===== src/rtl/mem_bus_arbiter_if.sv =====
// Bus bundle around the two-master / one-slave memory arbiter.
// master: the core and memory side that drives requests; slave: the arbiter.
interface mem_bus_arbiter_if #(
    parameter int AW = 32,
    parameter int DW = 32
);
    logic          m0_req;
    logic [AW-1:0] m0_addr;
    logic          m0_we;
    logic [DW-1:0] m0_wdata;
    logic          m0_gnt;
    logic          m0_rvalid;
    logic [DW-1:0] m0_rdata;

    logic          m1_req;
    logic [AW-1:0] m1_addr;
    logic          m1_we;
    logic [DW-1:0] m1_wdata;
    logic          m1_gnt;
    logic          m1_rvalid;
    logic [DW-1:0] m1_rdata;

    logic          s_req;
    logic [AW-1:0] s_addr;
    logic          s_we;
    logic [DW-1:0] s_wdata;
    logic          s_ready;
    logic [DW-1:0] s_rdata;

    logic          hold_flag_o;

    modport master (
        output m0_req, m0_addr, m0_we, m0_wdata,
        output m1_req, m1_addr, m1_we, m1_wdata,
        output s_ready, s_rdata,
        input  m0_gnt, m0_rvalid, m0_rdata,
        input  m1_gnt, m1_rvalid, m1_rdata,
        input  s_req, s_addr, s_we, s_wdata,
        input  hold_flag_o
    );

    modport slave (
        input  m0_req, m0_addr, m0_we, m0_wdata,
        input  m1_req, m1_addr, m1_we, m1_wdata,
        input  s_ready, s_rdata,
        output m0_gnt, m0_rvalid, m0_rdata,
        output m1_gnt, m1_rvalid, m1_rdata,
        output s_req, s_addr, s_we, s_wdata,
        output hold_flag_o
    );
endinterface


===== src/rtl/mem_bus_arbiter.sv =====
// Shares one single-port memory between fetch (m0) and load/store (m1).
// m1 has priority; a saturating denial counter forces one m0 accept after MAX_WAIT losses.
module mem_bus_arbiter #(
    parameter int AW       = 32,
    parameter int DW       = 32,
    parameter int MAX_WAIT = 4
) (
    input logic              clk,
    input logic              rst,
    mem_bus_arbiter_if.slave bus
);
    localparam logic [3:0] MAX_W = 4'(MAX_WAIT);

    logic [3:0] starve_cnt;
    logic       resp_valid;
    logic       resp_owner;
    logic       force_m0;
    logic       sel_m0;
    logic       accept;

    always_comb begin
        force_m0 = (MAX_W != 4'd0) && (starve_cnt == MAX_W);
        sel_m0   = bus.m0_req && (!bus.m1_req || force_m0);
        // rst is folded in so grants are quiet for the whole reset window
        accept   = rst && bus.s_ready && (bus.m0_req || bus.m1_req);
    end

    always_comb begin
        bus.m0_gnt  = accept && sel_m0;
        bus.m1_gnt  = accept && !sel_m0;
        bus.s_req   = accept;
        bus.s_addr  = '0;
        bus.s_we    = 1'b0;
        bus.s_wdata = '0;
        if (accept && sel_m0) begin
            bus.s_addr  = bus.m0_addr;
            bus.s_we    = bus.m0_we;
            bus.s_wdata = bus.m0_wdata;
        end else if (accept) begin
            bus.s_addr  = bus.m1_addr;
            bus.s_we    = bus.m1_we;
            bus.s_wdata = bus.m1_wdata;
        end
        bus.hold_flag_o = bus.m0_req && !bus.m0_gnt;
    end

    always_ff @(posedge clk or negedge rst) begin
        if (!rst) begin
            starve_cnt <= 4'd0;
        end else if (bus.m0_gnt || !bus.m0_req) begin
            starve_cnt <= 4'd0;
        end else if (bus.m1_gnt && (starve_cnt != MAX_W)) begin
            starve_cnt <= starve_cnt + 4'd1;
        end
    end

    always_ff @(posedge clk or negedge rst) begin
        if (!rst) begin
            resp_valid <= 1'b0;
            resp_owner <= 1'b0;
        end else begin
            resp_valid <= accept;
            if (accept) begin
                resp_owner <= !sel_m0;
            end
        end
    end

    always_comb begin
        bus.m0_rvalid = resp_valid && !resp_owner;
        bus.m1_rvalid = resp_valid && resp_owner;
        bus.m0_rdata  = bus.m0_rvalid ? bus.s_rdata : '0;
        bus.m1_rdata  = bus.m1_rvalid ? bus.s_rdata : '0;
    end
endmodule


===== src/flat_wrapper.sv =====
// flat-port wrapper written by rule: the top's interface ports become plain ports
module mem_bus_arbiter_flat 
#(
    parameter int AW       = 32,
    parameter int DW       = 32,
    parameter int MAX_WAIT = 4
)
  (clk, rst, bus_m0_req, bus_m0_addr, bus_m0_we, bus_m0_wdata, bus_m1_req, bus_m1_addr, bus_m1_we, bus_m1_wdata, bus_s_ready, bus_s_rdata, bus_m0_gnt, bus_m0_rvalid, bus_m0_rdata, bus_m1_gnt, bus_m1_rvalid, bus_m1_rdata, bus_s_req, bus_s_addr, bus_s_we, bus_s_wdata, bus_hold_flag_o);
  mem_bus_arbiter_if #(.AW(AW), .DW(DW)) bus_i ();
  input logic clk;
  input logic rst;
  input wire logic [$bits(bus_i.m0_req)-1:0] bus_m0_req;
  input wire logic [$bits(bus_i.m0_addr)-1:0] bus_m0_addr;
  input wire logic [$bits(bus_i.m0_we)-1:0] bus_m0_we;
  input wire logic [$bits(bus_i.m0_wdata)-1:0] bus_m0_wdata;
  input wire logic [$bits(bus_i.m1_req)-1:0] bus_m1_req;
  input wire logic [$bits(bus_i.m1_addr)-1:0] bus_m1_addr;
  input wire logic [$bits(bus_i.m1_we)-1:0] bus_m1_we;
  input wire logic [$bits(bus_i.m1_wdata)-1:0] bus_m1_wdata;
  input wire logic [$bits(bus_i.s_ready)-1:0] bus_s_ready;
  input wire logic [$bits(bus_i.s_rdata)-1:0] bus_s_rdata;
  output wire logic [$bits(bus_i.m0_gnt)-1:0] bus_m0_gnt;
  output wire logic [$bits(bus_i.m0_rvalid)-1:0] bus_m0_rvalid;
  output wire logic [$bits(bus_i.m0_rdata)-1:0] bus_m0_rdata;
  output wire logic [$bits(bus_i.m1_gnt)-1:0] bus_m1_gnt;
  output wire logic [$bits(bus_i.m1_rvalid)-1:0] bus_m1_rvalid;
  output wire logic [$bits(bus_i.m1_rdata)-1:0] bus_m1_rdata;
  output wire logic [$bits(bus_i.s_req)-1:0] bus_s_req;
  output wire logic [$bits(bus_i.s_addr)-1:0] bus_s_addr;
  output wire logic [$bits(bus_i.s_we)-1:0] bus_s_we;
  output wire logic [$bits(bus_i.s_wdata)-1:0] bus_s_wdata;
  output wire logic [$bits(bus_i.hold_flag_o)-1:0] bus_hold_flag_o;
  assign bus_i.m0_req = bus_m0_req;
  assign bus_i.m0_addr = bus_m0_addr;
  assign bus_i.m0_we = bus_m0_we;
  assign bus_i.m0_wdata = bus_m0_wdata;
  assign bus_i.m1_req = bus_m1_req;
  assign bus_i.m1_addr = bus_m1_addr;
  assign bus_i.m1_we = bus_m1_we;
  assign bus_i.m1_wdata = bus_m1_wdata;
  assign bus_i.s_ready = bus_s_ready;
  assign bus_i.s_rdata = bus_s_rdata;
  assign bus_m0_gnt = bus_i.m0_gnt;
  assign bus_m0_rvalid = bus_i.m0_rvalid;
  assign bus_m0_rdata = bus_i.m0_rdata;
  assign bus_m1_gnt = bus_i.m1_gnt;
  assign bus_m1_rvalid = bus_i.m1_rvalid;
  assign bus_m1_rdata = bus_i.m1_rdata;
  assign bus_s_req = bus_i.s_req;
  assign bus_s_addr = bus_i.s_addr;
  assign bus_s_we = bus_i.s_we;
  assign bus_s_wdata = bus_i.s_wdata;
  assign bus_hold_flag_o = bus_i.hold_flag_o;
  mem_bus_arbiter #(.AW(AW), .DW(DW), .MAX_WAIT(MAX_WAIT)) u_core (.clk(clk), .rst(rst), .bus(bus_i));
endmodule

===== config.mk =====
export PLATFORM = sky130hd
export DESIGN_NAME = mem_bus_arbiter_flat
export DESIGN_NICKNAME = d
export VERILOG_FILES = /design/src/rtl/mem_bus_arbiter_if.sv /design/src/rtl/mem_bus_arbiter.sv /design/src/flat_wrapper.sv
export SDC_FILE = /design/constraint.sdc
export NUM_CORES = 1
export LEC_CHECK = 0
export CAP_MARGIN = 15
export CORE_AREA = 2 2 118 120
export DETAILED_ROUTE_END_ITERATION = 12
export DIE_AREA = 0 0 120 122
export GPL_TIMING_DRIVEN = 0
export PLACE_DENSITY = 0.68
export SYNTH_ARGS = -nofsm -noshare
export SYNTH_HDL_FRONTEND = slang
export SYNTH_SLANG_ARGS = --single-unit

===== constraint.sdc =====
create_clock -name clk -period 1.8 [get_ports clk]
set_input_delay 0.36 -clock clk [delete_from_list [all_inputs] [get_ports clk]]
set_output_delay 0.36 -clock clk [all_outputs]
set_load 0.01 [all_outputs]

== Word-level counts from Yosys, hierarchy flattened ==
Cells that the tools add are included.

* Register bits after elaboration: 6
* Bits of input ports: 167
* Output and inout port bits: 135

* Add/sub/neg operators: 1
* Equality and inequality tests: 2
* Mux-type cells: 10
* Reduce and logical (&&, ||, !) cells: 18

{| class="wikitable"
|+ Operators with widths
! cell !! number
|-
| 32-bit two-way mux || 6
|-
| 1-bit logical AND || 9
|-
| 4-bit two-way mux || 2
|-
| 1-bit logical NOT || 5
|-
| 4-bit by 1-bit adder with 4-bit output (second input constant) || 1
|-
| 4-bit by 3-bit equality test with 1-bit output (second input constant) || 1
|-
| 4-bit by 3-bit != test with 1-bit output (second input constant) || 1
|-
| 1-bit logical OR || 3
|-
| 1-bit two-way mux || 2
|-
| 2-bit nonzero test || 1
|}

== Longest topological paths before layout ==
Gate-level depths: netlist (run 1).

* Word-level depth: 8
* Mapped depth: 7

== Least setup slack after synthesis (run 1) ==
OpenSTA, ideal clock, no wires.

* Path kind: register to output
* Start: register u_core.starve_cnt[0]
* End: output port bus_s_addr[19]
* Data arrival time: 1.412 ns
* Slack: 0.028 ns
* Stages on the path, launching flop included: 8
* Path buffers: 2
* Cell sequence: dfrtp_1 -> inv_1 -> ha_1 -> nand4b_1 -> nand2_1 -> buf_4 -> buf_4 -> o22ai_1

* Cells in the longest elaborated chain, start to end: 5

{| class="wikitable"
|+ RTL lines
! item !! RTL line !! RTL
|-
| from (decl) || mem_bus_arbiter.sv:14 || <nowiki>logic [3:0] starve_cnt;</nowiki>
|-
| from (signal assigned) || mem_bus_arbiter.sv:53 || <nowiki>starve_cnt <= starve_cnt + 4'd1;</nowiki>
|-
| 4-bit by 3-bit equality test with 1-bit output || mem_bus_arbiter.sv:22 || <nowiki>force_m0 = (MAX_W != 4'd0) && (starve_cnt == MAX_W);</nowiki>
|-
| 1-bit logical OR || mem_bus_arbiter.sv:23 || <nowiki>sel_m0 = bus.m0_req && (!bus.m1_req || force_m0);</nowiki>
|-
| 1-bit logical AND || mem_bus_arbiter.sv:23 ||
|-
| 1-bit logical AND || mem_bus_arbiter.sv:35 || <nowiki>if (accept && sel_m0) begin</nowiki>
|-
| 32-bit two-way mux || mem_bus_arbiter.sv:35 ||
|-
| to (decl) || flat_wrapper.sv:29 || <nowiki>output wire logic [$bits(bus_i.s_addr)-1:0] bus_s_addr;</nowiki>
|}

No other way between the ends.

== Final worst setup path (run 1) ==
* Start: register u_core.starve_cnt[0]
* End: output port bus_s_wdata[26]

* Cells in the longest elaborated chain, start to end: 5

{| class="wikitable"
|+ RTL lines
! item !! RTL line !! RTL
|-
| 4-bit by 3-bit equality test with 1-bit output || mem_bus_arbiter.sv:22 ||
|-
| 1-bit logical OR || mem_bus_arbiter.sv:23 ||
|-
| 1-bit logical AND || mem_bus_arbiter.sv:23 ||
|-
| 1-bit logical AND || mem_bus_arbiter.sv:35 ||
|-
| 32-bit two-way mux || mem_bus_arbiter.sv:35 ||
|-
| to (decl) || flat_wrapper.sv:31 || <nowiki>output wire logic [$bits(bus_i.s_wdata)-1:0] bus_s_wdata;</nowiki>
|}

No other way between the ends.

==> run_results.csv, run 1 <==
group,metric,value,unit
setup_path,end_kind,"output pin",
setup_path,reg2reg_from,"u_core.starve_cnt[2]",
final_layout,syn_to_final_growth,185.2,%
route,drt-total-wl,15140,um
pwr,power.density,296.9,nW/um^2
route,drc,0,
pwr,clkPwrFrac,19.9,%
floorplanning,core_area,13500,um^2
sta,setup_tns,-18.71,ns
cts,ctsRootBufferMaster,"clkbuf_16",
logic_synthesis,synth-warning-count,0,
cts,clockBufferDepth,2,
setup_path,r2r_cells,3,
global_routing,grt_pass1_wl,21110,um
route,avgViaCountPerCell,4.508,
logic_synthesis,yosysSeqAreaShare,6.948,%
final_layout,fin_util,45.63,%
cts,clock_latency,0.23,ns
sta,skew,0.0008963,ns
hold_path,whs_endpoint,"u_core.resp_valid",
sta,post-route-period-util,118.6,%
pwr,p_comb_share,71.8,%
setup_path,arrival,1.77,ns
route,post_drt_wl_per_cell,17.54,um
floorplanning,rows,43,
cts,clk_pin_slew,0.03,ns
logic_synthesis,ys_types,27,
floorplanning,start_util,16.00,%
setup_path,crit_required,1.44,ns
sta,worstMarginPinSlew,0.2909,ns
pwr,internal-power,1.220,mW
logic_synthesis,yosys-top-cells-count,"136 x nand2_1, 39 x o22ai_2, 34 x and2_1",
final_layout,drive_above_1_share,37.04,%
final_layout,design_area,6162,um^2
logic_synthesis,synth-seq-cells,6,
setup_path,path_class,"flip-flop to output pin",
logic_synthesis,syn_area_per_cell,6.337,um^2
logic_synthesis,synthCells,341,
logic_synthesis,synthTopCellsByArea,"nand2_1 24%, o22ai_2 23%, and2_1 9.8%",
logic_synthesis,async_reset_ff_share,100.0,%
hold_path,hold_path.class,"input port to flip-flop",
sta,slew_violations,0,
cts,cts_tree,"built",
setup_path,critPathLaunchType,"flip-flop",
route,ant_nets,0,
hold_path,hold_start,"bus_m1_req",
sta,fmax,0.4686,GHz
global_routing,track_usage,18.21,%
floorplanning,die_w,120,um
sta,finalSetupViolCount,67,
floorplanning,io_pins,302,
logic_synthesis,yosys.area.top_type,"nand2_1",
placed_design,portBuffers,300,
pwr,swShare,33.31,%
sta,period_needed,2.134,ns
logic_synthesis,netlist_area,2161,um^2
route,num_vias,3890,
cts,cts.sinks,6,
final_layout,num_antenna_cells,0,
sta,relSlewSlack,80.55,%
final_layout,finish.net_count,854,
sta,grt_setup_unrepaired,"yes",
setup_path,r2r_setup_slack,0.47,ns
sta,worst_slack,-0.3342,ns
pwr,p_leak,2.785,nW
run_status,status,"finished with violations",
logic_synthesis,synth_ff_type,"dfrtp_1",
global_routing,grt_max_degree,11,
global_routing,antenna_found_initial,0,
floorplanning,dieHeight,122,um
placed_design,dpl_worst_slack,-1.631,ns
placed_design,placed_cell_area,5389,um^2
route,drt-pass1-iter-count,4,
setup_path,cp_max_fo,8,
placed_design,dp_hpwl,11160,um
run_status,violations,"setup timing",
logic_synthesis,synth_top_area_share,23.62,%
setup_path,reg2reg_to,"u_core.starve_cnt[3]",
route,detailedRoute.firstIterationViolations,134,
logic_synthesis,synth_most_common_cell,"nand2_1",
sta,hold_viol_final,0,
logic_synthesis,synth_nets,510,
hold_path,hold_path_depth,3,
flow_run,max_cap_viol_count,0,
final_layout,fill_cells,1333,
pwr,p_switching,0.6094,mW
cts,htreeDepth,1,
logic_synthesis,synth_edf_count,0,
placed_design,routabilityCongestion,0.9190,
pwr,p_seq_share,8.3,%
floorplanning,die-area,14640,um^2
pwr,ir_drop,219.7,uV
global_routing,grt_pass1_vias,3846,
cts,cts_buffers,3,
global_routing,gr-total-overflow,0,
## power groups by stage
stage	logic [mW]	registers (mW)	clock network [mW]
finish	1.31	0.152	0.363
global route	1.40	0.153	0.369
CTS	1.23	0.152	0.368
detailed placement	1.08	0.156	0
global placement	1.07	0.155	0
floorplan	0.387	0.150	0
## worst max-delay path by stage
stage	endpoint	cells after the start	slack, ns	startpoint
finish	bus_s_wdata[26]	8	-0.33	u_core.starve_cnt[0]
global route	bus_s_wdata[10]	8	-0.38	u_core.starve_cnt[0]
CTS	bus_s_wdata[9]	8	-0.31	u_core.starve_cnt[0]
detailed placement	bus_s_wdata[28]	7	-1.63	rst
global placement	bus_s_we	7	-1.64	rst
floorplan	bus_s_addr[19]	7	0.03	u_core.starve_cnt[0]
## placed cells by master, fill, tap and decap left out, types with 2 or more instances in the layout
master and count:
clkdlybuf4s50_1 162, nand2_1 134, buf_2 73, o22ai_2 53
and2_1 32, and3_1 32, clkdlybuf4s15_1 23, buf_4 20
buf_6 19, dlygate4sd2_1 19, clkbuf_2 17, buf_12 14
clkbuf_16 11, clkbuf_8 9, o22ai_4 7, clkbuf_4 5
o22ai_1 5, buf_8 4, buf_16 4, dfrtp_1 4
nand4_1 3, a21boi_1 3, inv_2 2, nor2_1 2
and2_4 2, nand3_1 2, dfrtp_2 2
## kinds of logic after synthesis
group,share of synthesized area (%)
fa+ha+maj,1.158
flops,6.948
compound gates,33.41
simple gates,47.83
buf+inv,10.65
## layer usage
layer	GRT usage, %	part of all wire (%)	up-vias	wire [um]
met5	0	0	-	0
met4	3.235	1.4	0	214
met3	2.669	5.7	15	866
met2	33.06	51	154	7691
met1	22.99	42	1843	6362
li1	-	-	1878	-
## worst max-delay path, stage by stage (launching register included)
cell and delay (ns):
dfrtp_1 0.38, inv_2 0.08, ha_4 0.15, nand3b_4 0.08, a21bo_4 0.26, buf_12 0.16
clkbuf_16 0.17, o22ai_2 0.09, buf_2 0.15
## area by class of cell
cell class | instances | area [um^2] | area share (%)
multi-input combinational | 293 | 2014 | 32.69
tap | 180 | 225.2 | 3.655
sequential | 6 | 152.6 | 2.477
timing repair buffer | 339 | 3118 | 50.60
clock buffer | 3 | 75.07 | 1.218
inverter | 2 | 7.507 | 0.1218
buffer | 40 | 569.3 | 9.239
## flip-flops by register name, summed over array words and instances (netlist names)
signal and flops:
u_core.resp_valid 1, u_core.resp_owner 1, u_core.starve_cnt 4
## metrics by stage
step	hold slack, ns	total power, mW	instances
floorplan	0.06441	0.5368	341
global placement	0.5509	1.226	821
detailed placement	0.5618	1.236	821
CTS	0.4995	1.748	849
global route	0.5332	1.918	863
finish	0.5059	1.830	863
## repair_timing
| action | CTS | global route |
|---|---|---|
| gates cloned | 6 | 7 |
| endpoints found under the setup margin | 139 | 116 |
| pin swaps | 36 | 13 |
| setup buffers | 18 | 7 |
| gates resized for setup | 528 | 73 |
| hold endpoints to repair | 6 | 0 |
| hold buffers | 1 | 0 |
Note: power is estimated with default switching activity, not from simulation.
==> run 2, diff against run 1 <==
Settings changed: CTS_BUF_LIST set to sky130_fd_sc_hd__clkbuf_8 sky130_fd_sc_hd__clkbuf_16, REMOVE_ABC_BUFFERS set to 1.
Clock period 1.8 ns to 2.4 ns, I/O delays scaled along.
==> run 2 against run 1 <==
- the flow now finishes without violations
- hold slack got worse by 0.40 ns
- power decreased by 34%
- global-route usage decreased by 1.6 points
- die area unchanged
- final area decreased by 11%
- via count decreased by 4.6%
- largest cell class unchanged
- highest routed layer unchanged
==> run_results.csv, run 2 (same netlist as run 1, synthesis figures left out) <==
group,metric,value,unit
global_routing,grt_pass1_wl,19390,um
route,detailedRoute.firstIterationViolations,185,
pwr,p_seq_share,11.0,%
final_layout,layout_commonest_cell,"clkdlybuf4s50_1",
setup_path,end_kind,"output pin",
cts,ctsRootBufferMaster,"clkbuf_16",
pwr,power,1.208,mW
sta,post-route-period-util,96.87,%
sta,fmax,0.4301,GHz
final_layout,fin_util,40.71,%
sta,grt_setup_unrepaired,"no",
cts,clockBufferDepth,2,
cts,clock_latency,0.23,ns
sta,finalSetupViolCount,0,
final_layout,layout_common_cells,"231 x clkdlybuf4s50_1, 135 x nand2_1, 38 x o22ai_2",
pwr,internal-power,0.7986,mW
final_layout,largest-register,"u_core.starve_cnt",
route,drt-pass1-iter-count,4,
floorplanning,dieHeight,122,um
sta,hold_viol_final,0,
cts,cts_hold_buf,0,
route,drc,0,
sta,hold_slack,0.1053,ns
final_layout,stdcell_count,807,
floorplanning,start_util,16.00,%
final_layout,finish.net_count,798,
cts,cts_buffers,3,
setup_path,cp_max_fo,19,
final_layout,fill_cells,1389,
run_status,status,"completed",
floorplanning,die_w,120,um
sta,worst_slack,0.07511,ns
global_routing,gr-total-overflow,0,
pwr,p_switching,0.4093,mW
sta,worstMarginPinSlew,0.3780,ns
pwr,ir_drop,152.4,uV
pwr,clkPwrFrac,22.4,%
pwr,p_comb_share,66.6,%
floorplanning,die-area,14640,um^2
global_routing,track_usage,16.60,%
setup_path,path_class,"flip-flop to output pin",
final_layout,largest_register_ffs,4,
route,ant_nets,0,
hold_path,hold_path.class,"input port to asynchronous set/reset pin",
placed_design,placedCellCount,784,
cts,cts.sinks,6,
final_layout,ff_latch_area,157.7,um^2
route,drt-total-wl,13710,um
flow_run,max_cap_viol_count,0,
placed_design,dp_hpwl,8844,um
final_layout,largestRegisters,"u_core.starve_cnt x4, u_core.resp_owner x1, u_core.resp_valid x1",
final_layout,num_antenna_cells,0,
route,num_vias,3710,
setup_path,arrival,1.84,ns
setup_path,r2r_setup_slack,1.10,ns
pwr,swShare,33.89,%
sta,setup_tns,0,ns
placed_design,routabilityCongestion,0.7202,
placed_design,portBuffers,301,
final_layout,multi_input_area,1931,um^2
setup_path,critPathLaunch,"u_core.resp_owner",
pwr,power.density,219.7,nW/um^2
sta,slew_violations,0,
setup_path,reg2reg_from,"u_core.starve_cnt[2]",
route,post_drt_wl_per_cell,16.99,um
pwr,p_leak,2.225,nW
setup_path,reg2reg_to,"u_core.starve_cnt[3]",
route,avgViaCountPerCell,4.597,
final_layout,drive_above_1_share,17.22,%
final_layout,syn_to_final_growth,154.4,%
global_routing,antenna_found_initial,0,
global_routing,grt_pass1_vias,3696,
global_routing,grt_max_degree,37,
final_layout,design_area,5498,um^2
sta,skew,0.004994,ns
cts,htreeDepth,1,
floorplanning,core_area,13500,um^2
setup_path,crit_end,"bus_m0_rdata[10]",
setup_path,critPathLaunchType,"flip-flop",
sta,relSlewSlack,74.80,%
floorplanning,rows,43,
floorplanning,io_pins,302,
cts,cts_tree,"built",
cts,clk_pin_slew,0.04,ns
setup_path,r2r_cells,3,
placed_design,placed_cell_area,5250,um^2
placed_design,dpl_worst_slack,-1.239,ns
sta,period_needed,2.325,ns
setup_path,crit_required,1.92,ns
[run 2: cell count changes in the layout (fill, tap and decap cells not counted), moves of 15 or more]
cell	change
o22ai_1	+21
clkdlybuf4s50_1	+69
buf_6	-16
buf_4	-15
o22ai_2	-15
buf_2	-69
[run 2: layer usage]
metal | up-vias | track usage, % | part of all wire, %
met2 | 216 | 32.32 | 52
li1 | 1762 | - | -
met3 | 19 | 3.979 | 8.6
met4 | 0 | 5.147 | 2.1
met5 | - | 0 | 0
met1 | 1713 | 17.45 | 37
[run 2: cell type report]
| class | instances | share of cell area, % |
|---|---|---|
| Inverter | 2 | 0.1365 |
| Sequential cell | 6 | 2.868 |
| Multi-Input combinational cell | 300 | 35.12 |
| Clock buffer | 3 | 1.365 |
| Tap cell | 180 | 4.096 |
| Timing Repair Buffer | 316 | 56.42 |
[run 2: timing repair]
item / CTS / global route
resized for setup: 129 / 44
cloned: 8 / 1
buffers inserted: 9 / 2
pin swaps: 5 / 2
setup endpoints to repair: 135 / 62
[run 2: power groups by stage]
stage / sequential [mW] / clock (mW) / combinational [mW]
final: 0.133 / 0.271 / 0.804
after global routing: 0.135 / 0.284 / 0.860
after CTS: 0.143 / 0.271 / 0.787
after detailed placement: 0.138 / 0 / 0.748
after global placement: 0.136 / 0 / 0.737
after floorplan: 0.124 / 0 / 0.249
[run 2: critical path, cell delays in order, from the launching register on]
cell and delay [ns]:
dfrtp_4 0.58, nor2b_4 0.16, buf_12 0.15, and2_1 0.17
clkdlybuf4s50_1 0.54
[run 2: worst min path at each step]
| stage | from | end | slack, ns | cells after the start |
|---|---|---|---|---|
| 4_1_cts | rst | u_core.starve_cnt[3] | 0.12 | 1 |
| 5_1_grt | rst | u_core.starve_cnt[3] | 0.11 | 1 |
| 3_3_place_gp | u_core.starve_cnt[1] | u_core.starve_cnt[1] | 0.55 | 2 |
| 2_1_floorplan | rst | u_core.resp_owner | 0.18 | 0 |
| 6_report | rst | u_core.starve_cnt[3] | 0.11 | 1 |
| 3_5_place_dp | u_core.starve_cnt[0] | u_core.starve_cnt[0] | 0.56 | 2 |
